[src/rtl/crc_bus_master.sv]
// Bus initiator for the CRC block: programs poly/seed, streams job words into DATA,
// reads the CRC back and presents it on a valid/ready result port.
module crc_bus_master #(
    parameter logic [31:0] BASE_ADDR = 32'h4000_0000,
    parameter int unsigned RD_LAT    = 1,
    parameter int unsigned CNT_W     = 16
) (
    input  logic             clk,
    input  logic             rst,
    input  logic             cmd_valid,
    output logic             cmd_ready,
    input  logic [31:0]      cmd_poly,
    input  logic [31:0]      cmd_seed,
    input  logic [CNT_W-1:0] cmd_len,
    input  logic             s_valid,
    output logic             s_ready,
    input  logic [31:0]      s_data,
    output logic             res_valid,
    input  logic             res_ready,
    output logic [31:0]      res_crc,
    output logic             busy,
    output logic [31:0]      addr,
    output logic [31:0]      data_wr,
    output logic             RW,
    output logic             Sel,
    input  logic [31:0]      data_rd
);

    localparam logic [3:0] IDLE    = 4'd0;
    localparam logic [3:0] W_POLY  = 4'd1;
    localparam logic [3:0] W_CTRL1 = 4'd2;
    localparam logic [3:0] W_SEED  = 4'd3;
    localparam logic [3:0] W_CTRL0 = 4'd4;
    localparam logic [3:0] STREAM  = 4'd5;
    localparam logic [3:0] RD_REQ  = 4'd6;
    localparam logic [3:0] RD_WAIT = 4'd7;
    localparam logic [3:0] RESULT  = 4'd8;

    localparam logic [31:0] OFF_DATA = 32'h0;
    localparam logic [31:0] OFF_POLY = 32'h4;
    localparam logic [31:0] OFF_CTRL = 32'h8;

    localparam int unsigned    LAT_W   = 3;
    localparam logic [CNT_W-1:0] CNT_ONE = 1;
    localparam logic [LAT_W-1:0] LAT_END = RD_LAT[LAT_W-1:0];

    logic [3:0]       state_q, state_d;
    logic [31:0]      seed_q, seed_d;
    logic [CNT_W-1:0] rem_q, rem_d;
    logic [LAT_W-1:0] lat_q, lat_d;
    logic [31:0]      addr_q, addr_d;
    logic [31:0]      data_wr_q, data_wr_d;
    logic             rw_q, rw_d;
    logic             sel_q, sel_d;
    logic             cmd_ready_q, cmd_ready_d;
    logic             busy_q, busy_d;
    logic             res_valid_q, res_valid_d;
    logic [31:0]      res_crc_q, res_crc_d;

    logic cmd_fire;
    logic s_fire;
    logic res_fire;
    logic in_stream;

    // The state names the bus access visible in the current cycle; W_CTRL0 already
    // behaves as the first streaming cycle so the first word can be taken in cycle 4.
    assign in_stream = (state_q == W_CTRL0) || (state_q == STREAM);
    assign s_ready   = in_stream && (rem_q != '0);
    assign s_fire    = s_valid && s_ready;
    assign cmd_fire  = cmd_valid && cmd_ready_q;
    assign res_fire  = res_valid_q && res_ready;

    always_comb begin
        state_d     = state_q;
        seed_d      = seed_q;
        rem_d       = rem_q;
        lat_d       = lat_q;
        res_valid_d = res_valid_q;
        res_crc_d   = res_crc_q;
        sel_d       = 1'b0;
        rw_d        = 1'b0;
        addr_d      = '0;
        data_wr_d   = '0;

        case (state_q)
            IDLE: begin
                if (cmd_fire) begin
                    seed_d    = cmd_seed;
                    rem_d     = cmd_len;
                    sel_d     = 1'b1;
                    rw_d      = 1'b1;
                    addr_d    = BASE_ADDR + OFF_POLY;
                    data_wr_d = cmd_poly;
                    state_d   = W_POLY;
                end
            end
            W_POLY: begin
                sel_d     = 1'b1;
                rw_d      = 1'b1;
                addr_d    = BASE_ADDR + OFF_CTRL;
                data_wr_d = 32'h1;
                state_d   = W_CTRL1;
            end
            W_CTRL1: begin
                sel_d     = 1'b1;
                rw_d      = 1'b1;
                addr_d    = BASE_ADDR + OFF_DATA;
                data_wr_d = seed_q;
                state_d   = W_SEED;
            end
            W_SEED: begin
                sel_d     = 1'b1;
                rw_d      = 1'b1;
                addr_d    = BASE_ADDR + OFF_CTRL;
                data_wr_d = 32'h0;
                state_d   = W_CTRL0;
            end
            W_CTRL0, STREAM: begin
                if (rem_q == '0) begin
                    sel_d   = 1'b1;
                    addr_d  = BASE_ADDR + OFF_DATA;
                    state_d = RD_REQ;
                end else begin
                    state_d = STREAM;
                    if (s_fire) begin
                        sel_d     = 1'b1;
                        rw_d      = 1'b1;
                        addr_d    = BASE_ADDR + OFF_DATA;
                        data_wr_d = s_data;
                        rem_d     = rem_q - CNT_ONE;
                    end
                end
            end
            RD_REQ: begin
                lat_d   = 3'd1;
                state_d = RD_WAIT;
            end
            RD_WAIT: begin
                if (lat_q == LAT_END) begin
                    res_crc_d   = data_rd;
                    res_valid_d = 1'b1;
                    state_d     = RESULT;
                end else begin
                    lat_d = lat_q + 3'd1;
                end
            end
            RESULT: begin
                if (res_fire) begin
                    res_valid_d = 1'b0;
                    state_d     = IDLE;
                end
            end
            default: state_d = IDLE;
        endcase

        cmd_ready_d = (state_d == IDLE);
        busy_d      = (state_d != IDLE);
    end

    always_ff @(posedge clk) begin
        if (rst) begin
            state_q     <= IDLE;
            seed_q      <= '0;
            rem_q       <= '0;
            lat_q       <= '0;
            addr_q      <= '0;
            data_wr_q   <= '0;
            rw_q        <= 1'b0;
            sel_q       <= 1'b0;
            cmd_ready_q <= 1'b0;
            busy_q      <= 1'b0;
            res_valid_q <= 1'b0;
            res_crc_q   <= '0;
        end else begin
            state_q     <= state_d;
            seed_q      <= seed_d;
            rem_q       <= rem_d;
            lat_q       <= lat_d;
            addr_q      <= addr_d;
            data_wr_q   <= data_wr_d;
            rw_q        <= rw_d;
            sel_q       <= sel_d;
            cmd_ready_q <= cmd_ready_d;
            busy_q      <= busy_d;
            res_valid_q <= res_valid_d;
            res_crc_q   <= res_crc_d;
        end
    end

    assign cmd_ready = cmd_ready_q;
    assign busy      = busy_q;
    assign res_valid = res_valid_q;
    assign res_crc   = res_crc_q;
    assign addr      = addr_q;
    assign data_wr   = data_wr_q;
    assign RW        = rw_q;
    assign Sel       = sel_q;

endmodule
[config.mk]
export PLATFORM = sky130hd
export DESIGN_NAME = crc_bus_master
export DESIGN_NICKNAME = d
export VERILOG_FILES = /design/src/rtl/crc_bus_master.sv
export SDC_FILE = /design/constraint.sdc
export NUM_CORES = 1
export LEC_CHECK = 0
export ABC_AREA = 1
export CORE_ASPECT_RATIO = 0.7
export CORE_MARGIN = 2
export CORE_UTILIZATION = 30
export DETAILED_ROUTE_END_ITERATION = 8
export DONT_BUFFER_PORTS = 1
export PLACE_DENSITY = 0.47
export SLEW_MARGIN = 10
export SYNTH_ARGS = -nofsm -noshare
export SYNTH_HDL_FRONTEND = slang
export SYNTH_SLANG_ARGS = --single-unit
[constraint.sdc]
create_clock -name clk -period 2.3 [get_ports clk]
set_clock_uncertainty 0.1 [all_clocks]
set_input_delay 0.345 -clock clk [delete_from_list [all_inputs] [get_ports clk]]
set_output_delay 0.345 -clock clk [all_outputs]
set_load 0.005 [all_outputs]
==> results of run 1 <==
state kept, by name (all words and copies together) (netlist names):
signal     count
data_wr       32
res_crc       32
seed_q        32
rem_q         16
state_q        4
addr           3
lat_q          3
RW             1
Sel            1
busy           1
cmd_ready      1
res_valid      1
area by class of cell:
type / count / area share
Sequential cell: 127 / 0.344
Clock buffer: 20 / 0.0604
Multi-Input combinational cell: 594 / 0.349
Timing Repair Buffer: 125 / 0.172
Antenna cell: 1 / 0.000339
Inverter: 36 / 0.0220
Tap cell: 236 / 0.0400
Clock inverter: 10 / 0.0125
worst paths after layout:
path	endpoint	cells past startpoint	startpoint
max	data_wr[14]$_SDFF_PP0_	7	state_q[3]$_SDFF_PP0_
min reg2reg	seed_q[30]$_SDFFE_PP0P_	2	seed_q[30]$_SDFFE_PP0P_
min	res_crc[3]$_SDFFE_PP0P_	2	data_rd[3]
max reg2reg	data_wr[14]$_SDFF_PP0_	7	state_q[3]$_SDFF_PP0_
placed cells by master, fill, tap and decap left out, types with 2 or more instances in the layout:
master and instances:
a21oi_1 49, a31oi_1 32, buf_12 3, buf_4 12, clkbuf_1 2, clkbuf_16 17
clkinv_2 3, clkinv_4 2, clkinv_8 2, clkinvlp_4 4, conb_1 29, dfxtp_1 127
dlygate4sd3_1 109, ha_1 3, inv_1 30, inv_2 3, nand2_1 259, nand2_2 4
nand3_1 23, nand3_2 2, nand3b_1 2, nor2_1 129, nor2_2 3, nor2_4 2
nor3_1 4, o21ai_0 45
power breakdown:
group / switching [uW] / internal (uW)
clock: 986 / 1500
sequential: 236 / 2500
combinational: 1220 / 729
total: 2440 / 4720
routing by layer:
layer | share of wire | vias up | track usage
li1 | - | 2692 | -
met1 | 0.48 | 2382 | 0.223
met2 | 0.42 | 160 | 0.252
met3 | 0.083 | 18 | 0.0683
met4 | 0.011 | 0 | 0.0490
met5 | 0 | - | 0
kinds of logic after synthesis:
kind of cell	Yosys count	synth area share
flops	127	0.455
compound gates	128	0.123
buf+inv	106	0.102
fa+ha+maj	3	0.00672
xor+xnor	1	0.00157
other cells	1	0.000671
simple gates	433	0.311
metrics by stage:
step	total power, uW	setup slack (ns)	hold slack [ns]
2_1_floorplan	4150	0.663	0.325
3_3_place_gp	4520	0.377	0.321
3_5_place_dp	4500	0.323	0.322
4_1_cts	7230	0.0523	0.00103
5_1_grt	7710	0.0123	0.0178
6_report	7160	0.194	0.0161
what timing repair did:
| action | in CTS | in global routing |
|---|---|---|
| resized for setup | 0 | 9 |
| buffers inserted | 0 | 2 |
| hold buffers | 110 | 0 |
| setup endpoints to repair | 0 | 4 |
| endpoints found under the hold margin | 94 | 0 |
==> results.yml, run 1 <==
run_status:
  status: "finished, final reports clean"
detailed_routing:
  drc_errors: 0
  first_pass_iters: 5
  vias: 5252
  routedWlPerCell_um: 14.4
  ant_nets: 0
  drt-total-wl_mm: 16.5
  initialDrtViolationCount: 305
  via_per_inst: 4.57
yosys:
  synthFlopType: "dfxtp_1"
  synth_top_cell_by_area: "dfxtp_1"
  synth_area_leaders: "dfxtp_1 (46%), nand2_1 (17%), nor2_1 (8.7%)"
  postSynthAreaPerCell_um2: 6.99
  ys.warnings.count: 0
  synthArstFlopShare: 0
  yosys-top-cells-count: "nand2_1 (260), nor2_1 (129), dfxtp_1 (127), a21oi_1 (49), o21ai_0 (45)"
  synth.distinct_cells: 31
  yosysMostFrequentCell: "nand2_1"
  synth-edff-count: 0
  yosysSeqAreaShare: 0.455
  yosys_register_bits: 127
  synth_cells: 799
  synthesis.area_um2: 5590
  yosysTopAreaCellShare: 0.455
layout:
  seq_area_um2: 2540
  utilization: 0.408
  multi_input_area_um2: 2580
  drive_above_1_share: 0.0702
  stdcell_count: 1149
  final_cell_area_um2: 7390
  syn2layout_area_growth_pct: 32.3
  nFillCells: 1931
  fin_nets: 1053
clocking:
  clock-root-buffer: "clkbuf_16"
  clk_latency_ns: 0.41
  clkSlewWorstSetupHoldPaths_ns: 0.06
  clockBufferDepth: 2
  numCtsBuffers: 17
  clock-sinks: 127
  cts_tree: "yes"
  htreeDepth: 4
placement:
  dp_cells: 1006
  place_congestion: 0.762
  placed_area_um2: 5690
  place_hpwl_mm: 10.6
  place.port_buffers: 0
timing:
  setup_viol: 0
  max_freq_mhz: 475
  hold_viol: 0
  fin_tns_setup_ns: 0
  period_share: 0.916
  min_period_ns: 2.11
  maxSlewViolCount: 0
  rsz0062_at_grt: "no"
die:
  fp.dieW_um: 167
  io_pins: 251
  row_count: 41
  start_util: 0.308
  die-height_um: 118
  coreArea_um2: 18100
  dieArea_um2: 19700
power_and_ir_drop:
  ir_drop_mv: 0.453
  p_leak_uw: 0.00296
  power.density_nw_per_um2: 969
critical_path:
  crit_fanout: 31
  worstSetupStartpointType: "flip-flop"
  cp_slowest_cell: "dlygate4sd3_1"
  endpoint_kind: "flip-flop"
  critical_path_class: "reg -> reg"
  cp_cell_sequence: "nor2_4 -> nand3_1 -> inv_1 -> buf_4 -> nand2_1 -> a31oi_1 -> dlygate4sd3_1"
  required_ns: 2.55
  critical_path_buf_inv_count: 3
  critPathTopFamily: "buffers and inverters"
  reg2reg_slack_ns: 0.19
  critical_path_arrival_ns: 2.36
  slowest_delay_ns: 0.56
global_route:
  grt_pass1_wl_mm: 26.9
  grt_pass1_vias: 5146
  grt_max_degree: 76
  gr-total-overflow: 0
  grtUsageTotal: 0.169
  antenna_found_initial: 2
flow_run:
  drv_cap: 0
worst_hold_path:
  hp-class: "in -> reg"
(Power assumes the default switching activity.)
==> inputs of run 2 (changes only) <==
==> constraint.sdc (replaced) <==
create_clock -name clk -period 2.4 [get_ports clk]
set_clock_uncertainty 0.1 [all_clocks]
set_input_delay 0.36 -clock clk [delete_from_list [all_inputs] [get_ports clk]]
set_output_delay 0.36 -clock clk [all_outputs]
set_load 0.005 [all_outputs]
==> run 2 against run 1 <==
Net effect:
- clock power grew 16%
- setup slack lost 0.047 ns
- core utilization shrank 1.9 points
- hold slack gained 0.0036 ns
- die area is the same
- combinational power shrank 8%
- via count shrank 4.2%
==> results.yml, run 2 (synthesized netlist as in run 1, its figures left out) <==
placement:
  place.port_buffers: 0
  place_congestion: 0.777
  placed_area_um2: 5660
  place_hpwl_mm: 10.6
layout:
  utilization: 0.389
  fin_nets: 1007
  syn2layout_area_growth_pct: 26.0
  final_common_cell: "nand2_1"
  drive_above_1_share: 0.0750
  final_cell_area_um2: 7040
  layout_common_cells: "nand2_1 (259), nor2_1 (129), dfxtp_1 (127), dlygate4sd3_1 (64), a21oi_1 (49)"
  nFillCells: 1916
power_and_ir_drop:
  switching_share: 0.324
  comb_power_share: 0.246
  p_leak_uw: 0.00285
  p_int_uw: 4910
  power_uw: 7260
  pwr-share-clk: 0.395
  p_sw_uw: 2350
  ir_drop_mv: 0.503
  power.density_nw_per_um2: 1030
  pwr-share-seq: 0.359
clocking:
  clkSlewWorstSetupHoldPaths_ns: 0.06
  clock-root-buffer: "clkbuf_16"
  clk_latency_ns: 0.41
  cts_tree: "yes"
  clock-sinks: 127
  htreeDepth: 4
  clockBufferDepth: 2
  numCtsBuffers: 17
timing:
  fin_tns_setup_ns: 0
  maxSlewViolCount: 0
  hold_viol: 0
  min_period_ns: 2.25
  max_freq_mhz: 444
  setup_viol: 0
  rsz0062_at_grt: "no"
  period_share: 0.939
critical_path:
  worstSetupStartpointType: "flip-flop"
  critical_path_buf_inv_count: 4
  critical_path_arrival_ns: 2.50
  cpMostUsedCell: "nand2_1"
  cp_cell_sequence: "inv_1 -> nand2_1 -> nor2_2 -> nand3_4 -> clkinv_2 -> buf_12 -> nand2_1 -> a31oi_1 -> dlygate4sd3_1"
  crit_fanout: 63
  critical_path_class: "reg -> reg"
  critPathTopFamily: "buffers and inverters"
  required_ns: 2.65
  slowest_delay_ns: 0.57
  endpoint_kind: "flip-flop"
  cp_slowest_cell: "dlygate4sd3_1"
global_route:
  grt_max_degree: 76
  antenna_found_initial: 1
  grtUsageTotal: 0.158
  grt_pass1_wl_mm: 25.2
  gr-total-overflow: 0
  grt_pass1_vias: 4829
run_status:
  status: "finished, final reports clean"
detailed_routing:
  drc_errors: 0
  ant_nets: 0
  via_per_inst: 4.56
  first_pass_iters: 5
  initialDrtViolationCount: 324
  routedWlPerCell_um: 14.4
  vias: 5034
  drt-total-wl_mm: 16.0
flow_run:
  drv_cap: 0
worst_hold_path:
  hp-class: "in -> reg"
die:
  dieArea_um2: 19700
  die-height_um: 118
  io_pins: 251
  coreArea_um2: 18100
  start_util: 0.308
  row_count: 41
  fp.dieW_um: 167
[run 2: cell types whose count changed in the layout (fill, tap and decap cells not counted), moves of 2 or more]
cell           delta
bufinv_16         +4
clkinv_4          +2
clkinvlp_4        -4
dlygate4sd3_1    -45
inv_6             +2
[run 2: per-stage QoR]
stage	std cells	worst slack (ns)	hold slack, ns
2_1_floorplan	827	0.763	0.325
3_3_place_gp	1004	0.358	0.336
3_5_place_dp	1004	0.315	0.337
4_1_cts	1100	0.0783	0.000274
5_1_grt	1103	0.0132	0.00114
6_report	1104	0.146	0.0197
[run 2: final cells by class]
class                           count  area, um2  share of cell area
Inverter                           36        151              0.0215
Multi-Input combinational cell    594       2580               0.367
Clock inverter                     12        208              0.0295
Timing Repair Buffer               79        816               0.116
Antenna cell                        1       2.50            0.000356
Sequential cell                   127       2540               0.361
Tap cell                          236        295              0.0420
Clock buffer                       19        443              0.0629
[run 2: worst reg2reg max path: stages (launching register included)]
cell           delay [ns]
dfxtp_1              0.33
inv_1                0.12
nand2_1              0.13
nor2_2               0.17
nand3_4              0.11
clkinv_2             0.09
buf_12               0.26
nand2_1              0.14
a31oi_1              0.19
dlygate4sd3_1        0.57
[run 2: path summary, 6_finish.rpt]
path	cells past startpoint	from	end	slack, ns
worst min register to register	2	seed_q[7]$_SDFFE_PP0P_	seed_q[7]$_SDFFE_PP0P_	0.36
worst min-delay path	2	cmd_seed[5]	seed_q[5]$_SDFFE_PP0P_	0.02
worst max-delay path	9	state_q[0]$_SDFF_PP0_	data_wr[14]$_SDFF_PP0_	0.15
worst max register to register	9	state_q[0]$_SDFF_PP0_	data_wr[14]$_SDFF_PP0_	0.15
[run 2: power by group through the flow]
stage / sequential [uW] / combinational (uW) / clock (uW)
global route: 2650 / 2100 / 3040
CTS: 2610 / 1770 / 2960
floorplan: 2580 / 1400 / 0
global placement: 2660 / 1640 / 0
detailed placement: 2650 / 1630 / 0
finish: 2610 / 1790 / 2870
[run 2: layer usage]
layer	routed length [um]	global-route usage
met1	7830	0.215
met2	6650	0.235
met3	1350	0.0599
met4	119	0.0409
met5	0	0
[run 2: timing repair]
action	in CTS	in global routing
setup buffers	0	2
resized for setup	0	5
hold buffers	65	0
endpoints found under the hold margin	76	0
endpoints found under the setup margin	0	13
